===== config.mk =====
export PLATFORM = sky130hd
export DESIGN_NAME = iic_master_port
export DESIGN_NICKNAME = d
export VERILOG_FILES = /design/src/rtl/iic_master_port.sv
export SDC_FILE = /design/constraint.sdc
export NUM_CORES = 1
export LEC_CHECK = 0
export BUFFER_PORTS_ARGS = -buffer_cell sky130_fd_sc_hd__clkbuf_2
export CAP_MARGIN = 20
export CORE_MARGIN = 2
export CORE_UTILIZATION = 50
export CTS_CLUSTER_DIAMETER = 200
export DETAILED_ROUTE_END_ITERATION = 10
export HOLD_SLACK_MARGIN = 0.1
export PLACE_DENSITY_LB_ADDON = 0.3
export RECOVER_POWER = 100
export SYNTH_ARGS = -nofsm -noshare
export SYNTH_HDL_FRONTEND = slang
export SYNTH_SLANG_ARGS = --single-unit
export TNS_END_PERCENT = 20

===== constraint.sdc =====
create_clock -name sys_clk -period 8 [get_ports sys_clk]
set_input_delay 0.8 -clock sys_clk [delete_from_list [all_inputs] [get_ports sys_clk]]
set_output_delay 0.8 -clock sys_clk [all_outputs]
set_load 0.02 [all_outputs]

===== src/rtl/iic_master_port.sv =====
// iic_master_port: single-channel IIC master that turns command/stream requests into csn/scl/sdo/tri bus signals
module iic_master_port #(
  parameter int MD_SIM_ABLE = 0,
  parameter int WD_ERR_INFO = 4,
  parameter int NB_CLK_DIV = 125,
  parameter int WD_BYTE_CNT = 8
) (
  input  logic                   sys_clk,
  input  logic                   sys_rst,
  input  logic                   s_cmd_valid,
  output logic                   s_cmd_ready,
  input  logic [6:0]             s_cmd_addr,
  input  logic                   s_cmd_rnw,
  input  logic [WD_BYTE_CNT-1:0] s_cmd_len,
  input  logic                   s_wdata_valid,
  output logic                   s_wdata_ready,
  input  logic [7:0]             s_wdata_data,
  output logic                   m_rdata_valid,
  output logic [7:0]             m_rdata_data,
  output logic                   m_done,
  output logic                   m_iic_csn,
  output logic                   m_iic_scl,
  output logic                   m_iic_sdo,
  output logic                   m_iic_tri,
  input  logic                   m_iic_sdi,
  output logic [WD_ERR_INFO-1:0] m_err_iic_info1
);
  localparam int DIV = (MD_SIM_ABLE != 0) ? 4 : NB_CLK_DIV;
  localparam int CW = $clog2(DIV);
  typedef enum logic [3:0] {IDLE, START, ADDR, ADDR_ACK, WR_BYTE, WR_ACK, RD_BYTE, RD_ACK, STOP, DONE} st_t;
  st_t st_q, st_d;
  logic [CW-1:0] cnt_q, cnt_d;
  logic [1:0] qtr_q, qtr_d;
  logic [2:0] bit_q, bit_d;
  logic [7:0] sh_q, sh_d, rdata_q, rdata_d;
  logic [WD_BYTE_CNT-1:0] len_q, len_d;
  logic [3:0] err_q, err_d;
  logic rnw_q, rnw_d, ack_q, ack_d, ready_q, ready_d, wready_q, wready_d;
  logic rvalid_q, rvalid_d, done_q, done_d, csn_q, csn_d, scl_q, scl_d, tri_q, tri_d;
  logic acc, run, tick, q3, last;
  assign acc = s_cmd_valid & ready_q;
  assign run = st_q != IDLE && st_q != DONE;
  assign tick = run && cnt_q == CW'(DIV - 1);
  assign q3 = tick && qtr_q == 2'd3;
  assign last = len_q == WD_BYTE_CNT'(1);
  always_comb begin
    st_d = st_q;
    cnt_d = (tick || !run) ? '0 : cnt_q + CW'(1);
    qtr_d = tick ? qtr_q + 2'd1 : qtr_q;
    bit_d = bit_q;
    sh_d = sh_q;
    len_d = len_q;
    rnw_d = rnw_q;
    err_d = err_q;
    ack_d = (tick && qtr_q == 2'd2) ? m_iic_sdi : ack_q;
    rdata_d = rdata_q;
    wready_d = 1'b0;
    rvalid_d = 1'b0;
    done_d = 1'b0;
    case (st_q)
      IDLE: if (acc) begin
        len_d = s_cmd_len;
        rnw_d = s_cmd_rnw;
        sh_d = {s_cmd_addr, s_cmd_rnw};
        bit_d = 3'd0;
        qtr_d = 2'd0;
        err_d = {s_cmd_len == '0, 3'b000};
        st_d = (s_cmd_len == '0) ? DONE : START;
      end
      START: if (q3) st_d = ADDR;
      ADDR, WR_BYTE: if (q3) begin
        sh_d = {sh_q[6:0], 1'b0};
        bit_d = bit_q + 3'd1;
        if (bit_q == 3'd7) st_d = (st_q == ADDR) ? ADDR_ACK : WR_ACK;
      end
      ADDR_ACK, WR_ACK: if (q3) begin
        if (ack_q) begin
          err_d = err_q | ((st_q == ADDR_ACK) ? 4'b0001 : 4'b0010);
          st_d = STOP;
        end else begin
          if (st_q == WR_ACK) len_d = len_q - WD_BYTE_CNT'(1);
          if (st_q == WR_ACK && last) st_d = STOP;
          else if (rnw_q) st_d = RD_BYTE;
          else if (s_wdata_valid) begin
            st_d = WR_BYTE;
            wready_d = 1'b1;
            sh_d = s_wdata_data;
          end else begin
            st_d = STOP;
            err_d = err_q | 4'b0100;
          end
        end
      end
      RD_BYTE: begin
        if (tick && qtr_q == 2'd2) begin
          sh_d = {sh_q[6:0], m_iic_sdi};
          rvalid_d = bit_q == 3'd7;
          rdata_d = (bit_q == 3'd7) ? {sh_q[6:0], m_iic_sdi} : rdata_q;
        end
        if (q3) begin
          bit_d = bit_q + 3'd1;
          if (bit_q == 3'd7) st_d = RD_ACK;
        end
      end
      RD_ACK: if (q3) begin
        len_d = len_q - WD_BYTE_CNT'(1);
        st_d = last ? STOP : RD_BYTE;
      end
      STOP: if (q3) st_d = DONE;
      DONE: begin
        st_d = IDLE;
        done_d = 1'b1;
      end
      default: st_d = IDLE;
    endcase
    // bus pins are derived from the phase being entered so they change only on tick edges
    scl_d = (st_d == START) ? qtr_d != 2'd3 : (st_d == STOP) ? qtr_d != 2'd0 :
            (st_d == IDLE || st_d == DONE) ? 1'b1 : ^qtr_d;
    tri_d = (st_d == START) ? qtr_d == 2'd0 : (st_d == STOP) ? qtr_d[1] :
            (st_d == ADDR || st_d == WR_BYTE) ? sh_d[7] : (st_d == RD_ACK) ? len_d == WD_BYTE_CNT'(1) : 1'b1;
    csn_d = st_d == IDLE || st_d == DONE;
    ready_d = st_d == IDLE;
  end
  always_ff @(posedge sys_clk or posedge sys_rst) begin
    if (sys_rst) begin
      st_q <= IDLE;
      cnt_q <= '0;
      qtr_q <= 2'd0;
      bit_q <= 3'd0;
      sh_q <= 8'h00;
      rdata_q <= 8'h00;
      len_q <= '0;
      err_q <= 4'h0;
      rnw_q <= 1'b0;
      ack_q <= 1'b0;
      ready_q <= 1'b0;
      wready_q <= 1'b0;
      rvalid_q <= 1'b0;
      done_q <= 1'b0;
      csn_q <= 1'b1;
      scl_q <= 1'b1;
      tri_q <= 1'b1;
    end else begin
      st_q <= st_d;
      cnt_q <= cnt_d;
      qtr_q <= qtr_d;
      bit_q <= bit_d;
      sh_q <= sh_d;
      rdata_q <= rdata_d;
      len_q <= len_d;
      err_q <= err_d;
      rnw_q <= rnw_d;
      ack_q <= ack_d;
      ready_q <= ready_d;
      wready_q <= wready_d;
      rvalid_q <= rvalid_d;
      done_q <= done_d;
      csn_q <= csn_d;
      scl_q <= scl_d;
      tri_q <= tri_d;
    end
  end
  assign s_cmd_ready = ready_q;
  assign s_wdata_ready = wready_q;
  assign m_rdata_valid = rvalid_q;
  assign m_rdata_data = rdata_q;
  assign m_done = done_q;
  assign m_iic_csn = csn_q;
  assign m_iic_scl = scl_q;
  assign m_iic_sdo = 1'b0;
  assign m_iic_tri = tri_q;
  assign m_err_iic_info1 = WD_ERR_INFO'(err_q);
endmodule


**Word-level counts from Yosys, hierarchy flattened**

Cells that the tools add are included.

- Latch bits: 0
- ROM bits: 0
- Bits in writable memories: 0
- Register bits: 53
- Output and inout bits: 20
- Input bits: 29
- Logic and storage cells: 152
- Memories kept: 0

- Multiplexer cells: 63
- $mul: 0
- Bitwise operators: 2
- Add/subtract/negate cells: 4
- Reduce and logical (&&, ||, !) cells: 28
- Eq/ne operators: 36
- Order comparisons: 0
- Div/mod/pow operators: 0
- Shifts and indexed selects: 0

Operator list:

| cell | count |
|---|---|
| 8-bit two-way mux | 13 |
| 4-bit two-way mux | 18 |
| 8-bit case mux with 4 select lines | 1 |
| 4-bit case mux with 7 select lines | 1 |
| 4-bit by 3-bit equality test with 1-bit output (second input constant) | 6 |
| 8-bit case mux with 3 select lines | 1 |
| 2-bit inequality test (second input constant) | 10 |
| 3-bit two-way mux | 6 |
| 4-bit equality test (second input constant) | 4 |
| 8-bit by 1-bit equality test with 1-bit output (second input constant) | 2 |
| 1-bit two-way mux | 16 |
| 4-bit by 2-bit equality test with 1-bit output (second input constant) | 3 |
| 3-bit inequality test (second input constant) | 3 |
| 9-bit AND reduction | 1 |
| 4-bit by 1-bit equality test with 1-bit output (second input constant) | 2 |
| 4-bit zero test | 2 |
| 8-bit zero test | 1 |
| 2-bit two-way mux | 4 |
| 4-bit case mux with 2 select lines | 1 |
| 4-bit nonzero test | 2 |
| 8-bit by 1-bit subtractor with 8-bit output (second input constant) | 1 |
| 7-bit by 1-bit adder with 7-bit output (second input constant) | 1 |
| 7-bit equality test (second input constant) | 1 |
| 7-bit two-way mux | 1 |
| other kinds (21) | 32 |

**Logic depth before layout (Yosys ltp)**

- Depth after elaboration: 11
- Depth in mapped cells: 12
- Mapped depth without buffers: 12

**Worst setup path before layout**

Ideal clock, no wire load.

- Kind: input to register
- Start: input port s_cmd_valid
- End: register tri_q, in the netlist m_iic_tri
- Library setup time: 93 ps
- Buffers on the path: 2
- Cell stages on the path: 11
- Arrival: 2,479 ps
- Path slack: 5,427 ps
- Data required time: 7,907 ps
- Cell sequence: nand2_1 > nor2_1 > buf_2 > buf_1 > nor2_1 > inv_1 > ha_1 > nor4_1 > nor2_1 > nor4b_1 > nor4_1

RTL lines:

| item | RTL line | source |
|---|---|---|
| start: declaration | 10 | `input logic s_cmd_valid,` |
| 1-bit AND | 41 | `assign acc = s_cmd_valid & ready_q;` |
| 2-bit two-way mux | 61 | `IDLE: if (acc) begin` |
| 2-bit two-way mux | 60 | `case (st_q)` |
| net qtr_d[0] | 33 | `logic [1:0] qtr_q, qtr_d;` |
| 2-bit zero test | 119 | `tri_d = (st_d == START) ? qtr_d == 2'd0 : (st_d == STOP) ? qtr_d[1] :` |
| 1-bit two-way mux | 119 |  |
| net tri_d | 39 | `logic rvalid_q, rvalid_d, done_q, done_d, csn_q, csn_d, scl_q, scl_d, tri_q, tri_d;` |
| end signal: assignment | 160 | `tri_q <= tri_d;` |
| end: declaration | 39 |  |

The timed path passes the listed nets, and every way through them passes these cells. The select of a mux whose other input is x is not followed.
A chain may end at the register's enable or synchronous reset.

**Final worst setup path**

- Start: register cnt_q[0]
- End: register tri_q, in the netlist m_iic_tri

- Word-level cells in the longest chain between the ends: 10

Ends and longest elaborated chain:

| item | RTL line | source |
|---|---|---|
| start: declaration | 32 | `logic [CW-1:0] cnt_q, cnt_d;` |
| start signal: assignment | 145 | `cnt_q <= cnt_d;` |
| 7-bit equality test (*) | 43 | `assign tick = run && cnt_q == CW'(DIV - 1);` |
| 1-bit logical AND (*) | 43 |  |
| 1-bit logical AND (*) | 44 | `assign q3 = tick && qtr_q == 2'd3;` |
| 4-bit two-way mux, or another cell as far along | 109 | `STOP: if (q3) st_d = DONE;` |
| 4-bit case mux with 7 select lines (*) | 60 |  |
| net st_d[0] | 31 | `st_t st_q, st_d;` |
| 4-bit by 3-bit equality test with 1-bit output / 4-bit by 2-bit equality test with 1-bit output (equally long branches) | 120 | `(st_d == ADDR \|\| st_d == WR_BYTE) ? sh_d[7] : (st_d == RD_ACK) ? len_d == WD_BYTE_CNT'(1) : 1'b1;` |
| 1-bit two-way mux / 1-bit logical OR (equally long branches) | 120 |  |
| 1-bit two-way mux | 120 |  |
| 1-bit two-way mux | 119 |  |
| 1-bit two-way mux (*) | 119 |  |
| net tri_d | 39 |  |

The timed path passes the listed nets; every way through them passes the cells marked *. The select of a mux whose other input is x is not followed.

==> metrics.yaml <==
status:
  outcome: "complete, but fails checks"
  failed_checks: "capacitance limit, slew limit"
grt:
  overflow: 0
  grt_pass1_wl_um: 11800
  grt_use_met1_pct: 31.6
  antenna_found_initial: 0
  use_met2_pct: 37.6
  grt_pass1_vias: 2401
  use_met3_pct: 3.37
  grt_max_degree: 54
  grt_busiest_layer: "met2"
  grt_usage_pct: 23.0
sta:
  tightestPinTransition_ps: 2410
  drv_slew: 47
  grt_setup_unrepaired: "false"
  worst_clock_skew_ps: 8.82
  setup_viol: 0
  slew_headroom_pct: -60.9
  hold_violations: 0
  finalCritPeriodShare_pct: 42.7
  post-route-min-period_ps: 3420
  fmax_mhz: 292
  finalWorstSetupSlack_ps: 4580
  finalSetupTns_ps: 0
detailed_routing:
  drt-initial-drc-count: 184
  drc: 0
  ant_nets: 0
  dr.pass1.iters: 5
  vias: 2660
  viasPerCell: 6.09
  drt-total-wl_um: 7570
  wl_per_cell_um: 17.3
final_layout:
  layout_commonest_cell: "dfrtp_1"
  antenna_cells: 0
  syn_to_final_growth_pct: 10.7
  layout_common_cells: "50 x dfrtp_1, 33 x nand2_1, 31 x nor2_1, 28 x clkbuf_2, 21 x clkbuf_1"
  drive_above_1_share_pct: 15.7
  fillers: 534
  finalNetCount: 400
clock_tree:
  cts_resized: 0
  clockBufferDepth: 2
  numClockSinks: 53
  clk_latency_ps: 310
  post_cts_buffers: 0
  cts_buffers: 5
  clkTransAtPathRegs_ps: 100
  cts-hold-fix-buffers: 0
  cts_root_buf: "clkbuf_8"
  htreeDepth: 2
  cts_tree: "built"
synthesis:
  synth_seq_cells: 53
  post_synth_num_cell_types: 61
  syn_area_per_cell_um2: 9.58
  syn_nets: 359
  netlist_area_um2: 3060
  synth_edf_count: 0
  async_flop_share_pct: 100
  syn_inst: 320
  synth_flop_cell: "dfrtp_1"
  ys_seq_area_share_pct: 43.4
  ys_warn_count: 0
placement:
  io_buffers: 47
  place.gp.congestion: 0.906
  pre_cts_ws_ps: 4930
  dpl.hpwl_um: 5570
power:
  pwr-share-seq_pct: 48.6
  max-vdd-ir-drop_mv: 0.160
  power_density_nw_per_um2: 232
  leakage_uw: 0.00159
  clkPwrFrac_pct: 23.3
  p_int_uw: 502
  switchingPower_uw: 284
  totalPowerFinal_uw: 786
  netSwitchingFraction_pct: 36.2
  p_comb_share_pct: 28.1
worst_setup_path:
  slowest_stage: "or2_0"
  crit_fanout: 15
  startpoint: "cnt_q[0]$_DFF_PP0_"
  arrival_ps: 3630
  crit_buf_inv: 2
  crit_family: "simple AND/OR/NAND/NOR gates"
  crit_chain: "inv_1 > ha_1 > nand3_1 > or2_0 > o22ai_1 > a221oi_1 > clkinv_1 > a21oi_1 > a2111oi_0 > nor4_1"
  cp-end-kind: "flip-flop"
  slowest_delay_ps: 690
  critPathLaunchType: "flip-flop"
  cp.required_ps: 8210
  path_class: "flip-flop to flip-flop"
  reg2reg_from: "cnt_q[0]$_DFF_PP0_"
worst_hold_path:
  min_path_type: "input pin to async pin"
die:
  die_x_um: 82.3
  die_height_um: 82.3
  die_area_um2: 6770
  io_pins: 49
  fp.coreArea_um2: 5920
  core.rowCount: 28
  start_util_pct: 51.8
job:
  maxCapViolCount: 1
## stage by stage
step	utilization, %	hold slack [ps]	cells	instance area [µm²]
floorplan	-	457	320	3060
global placement	56.3	467	428	3330
detailed placement	56.3	484	428	3330
CTS	58.2	506	436	3440
global route	57.3	406	437	3390
finish	57.3	377	437	3390
## cell families after synthesis
kind of cell | count (synthesis) | share of synthesized area [%]
multiplexers | 12 | 4.29
buffers and inverters | 32 | 4.33
flip-flops | 53 | 43.4
adder cells (fa/ha/maj) | 10 | 4.08
AO/OA/AOI/OAI | 73 | 18.9
other | 1 | 0.122
AND/OR/NAND/NOR | 130 | 22.3
XOR/XNOR | 9 | 2.57
## metal layers
layer  routed length [µm]  vias to the layer above
met2                 3630                      101
met4                  158                        0
met3                  433                       17
met5                    0                        -
li1                     -                     1257
met1                 3350                     1285
## sequential cells by signal (all words and copies together) (netlist names)
name	cells
bit_q	3
s_cmd_ready	1
sh_q	8
m_iic_csn	1
m_done	1
len_q	8
st_q	4
m_rdata_data	8
cnt_q	7
m_rdata_valid	1
qtr_q	2
ack_q	1
m_iic_scl	1
s_wdata_ready	1
m_err_iic_info1	4
rnw_q	1
m_iic_tri	1
## cell type report
cell class / count / area (µm²) / share of cell area [%]
multi-input combinational: 235 / 1570 / 46.3
sequential: 53 / 1330 / 39.2
timing repair buffer: 49 / 219 / 6.46
tap: 75 / 93.8 / 2.77
clock buffer: 5 / 68.8 / 2.03
inverter: 17 / 63.8 / 1.88
clock inverter: 3 / 43.8 / 1.29
## worst paths after layout
path / to / slack [ps] / depth (start not counted)
worst max-delay path: m_iic_tri$_DFF_PP1_ / 4580 / 10
worst min-delay path: sh_q[2]$_DFFE_PP0P_ / 380 / 2
worst max register to register: m_iic_tri$_DFF_PP1_ / 4580 / 10
worst min register to register: m_err_iic_info1[3]$_DFFE_PP0P_ / 500 / 1
max in group asynchronous: len_q[7]$_DFF_PP0_ / 5060 / 3
min in group sys_clk: m_err_iic_info1[3]$_DFFE_PP0P_ / 500 / 1
## cell usage after synthesis, drive strengths merged, types with 6 or more instances
cell	count	area share (%)
ha	10	4.1
a31oi	6	1.2
xor2	6	1.7
mux2	9	3.3
clkbuf	6	0.73
nor2	32	4.0
o21ai	12	2.0
inv	16	2.0
buf	9	1.5
nand3	12	2.0
nor3	12	2.1
and3	7	1.4
a21oi	7	1.1
dfrtp	50	41
or2	6	1.2
a221o	7	2.3
nand2	33	4.0
## power groups by stage
stage	combinational, µW	sequential, µW	clock, µW
after global placement	218	385	0
final	221	382	184
after detailed placement	223	387	0
after floorplan	165	375	0
after global routing	247	390	198
after CTS	225	382	188
Note: power is estimated with default switching activity, not from simulation.
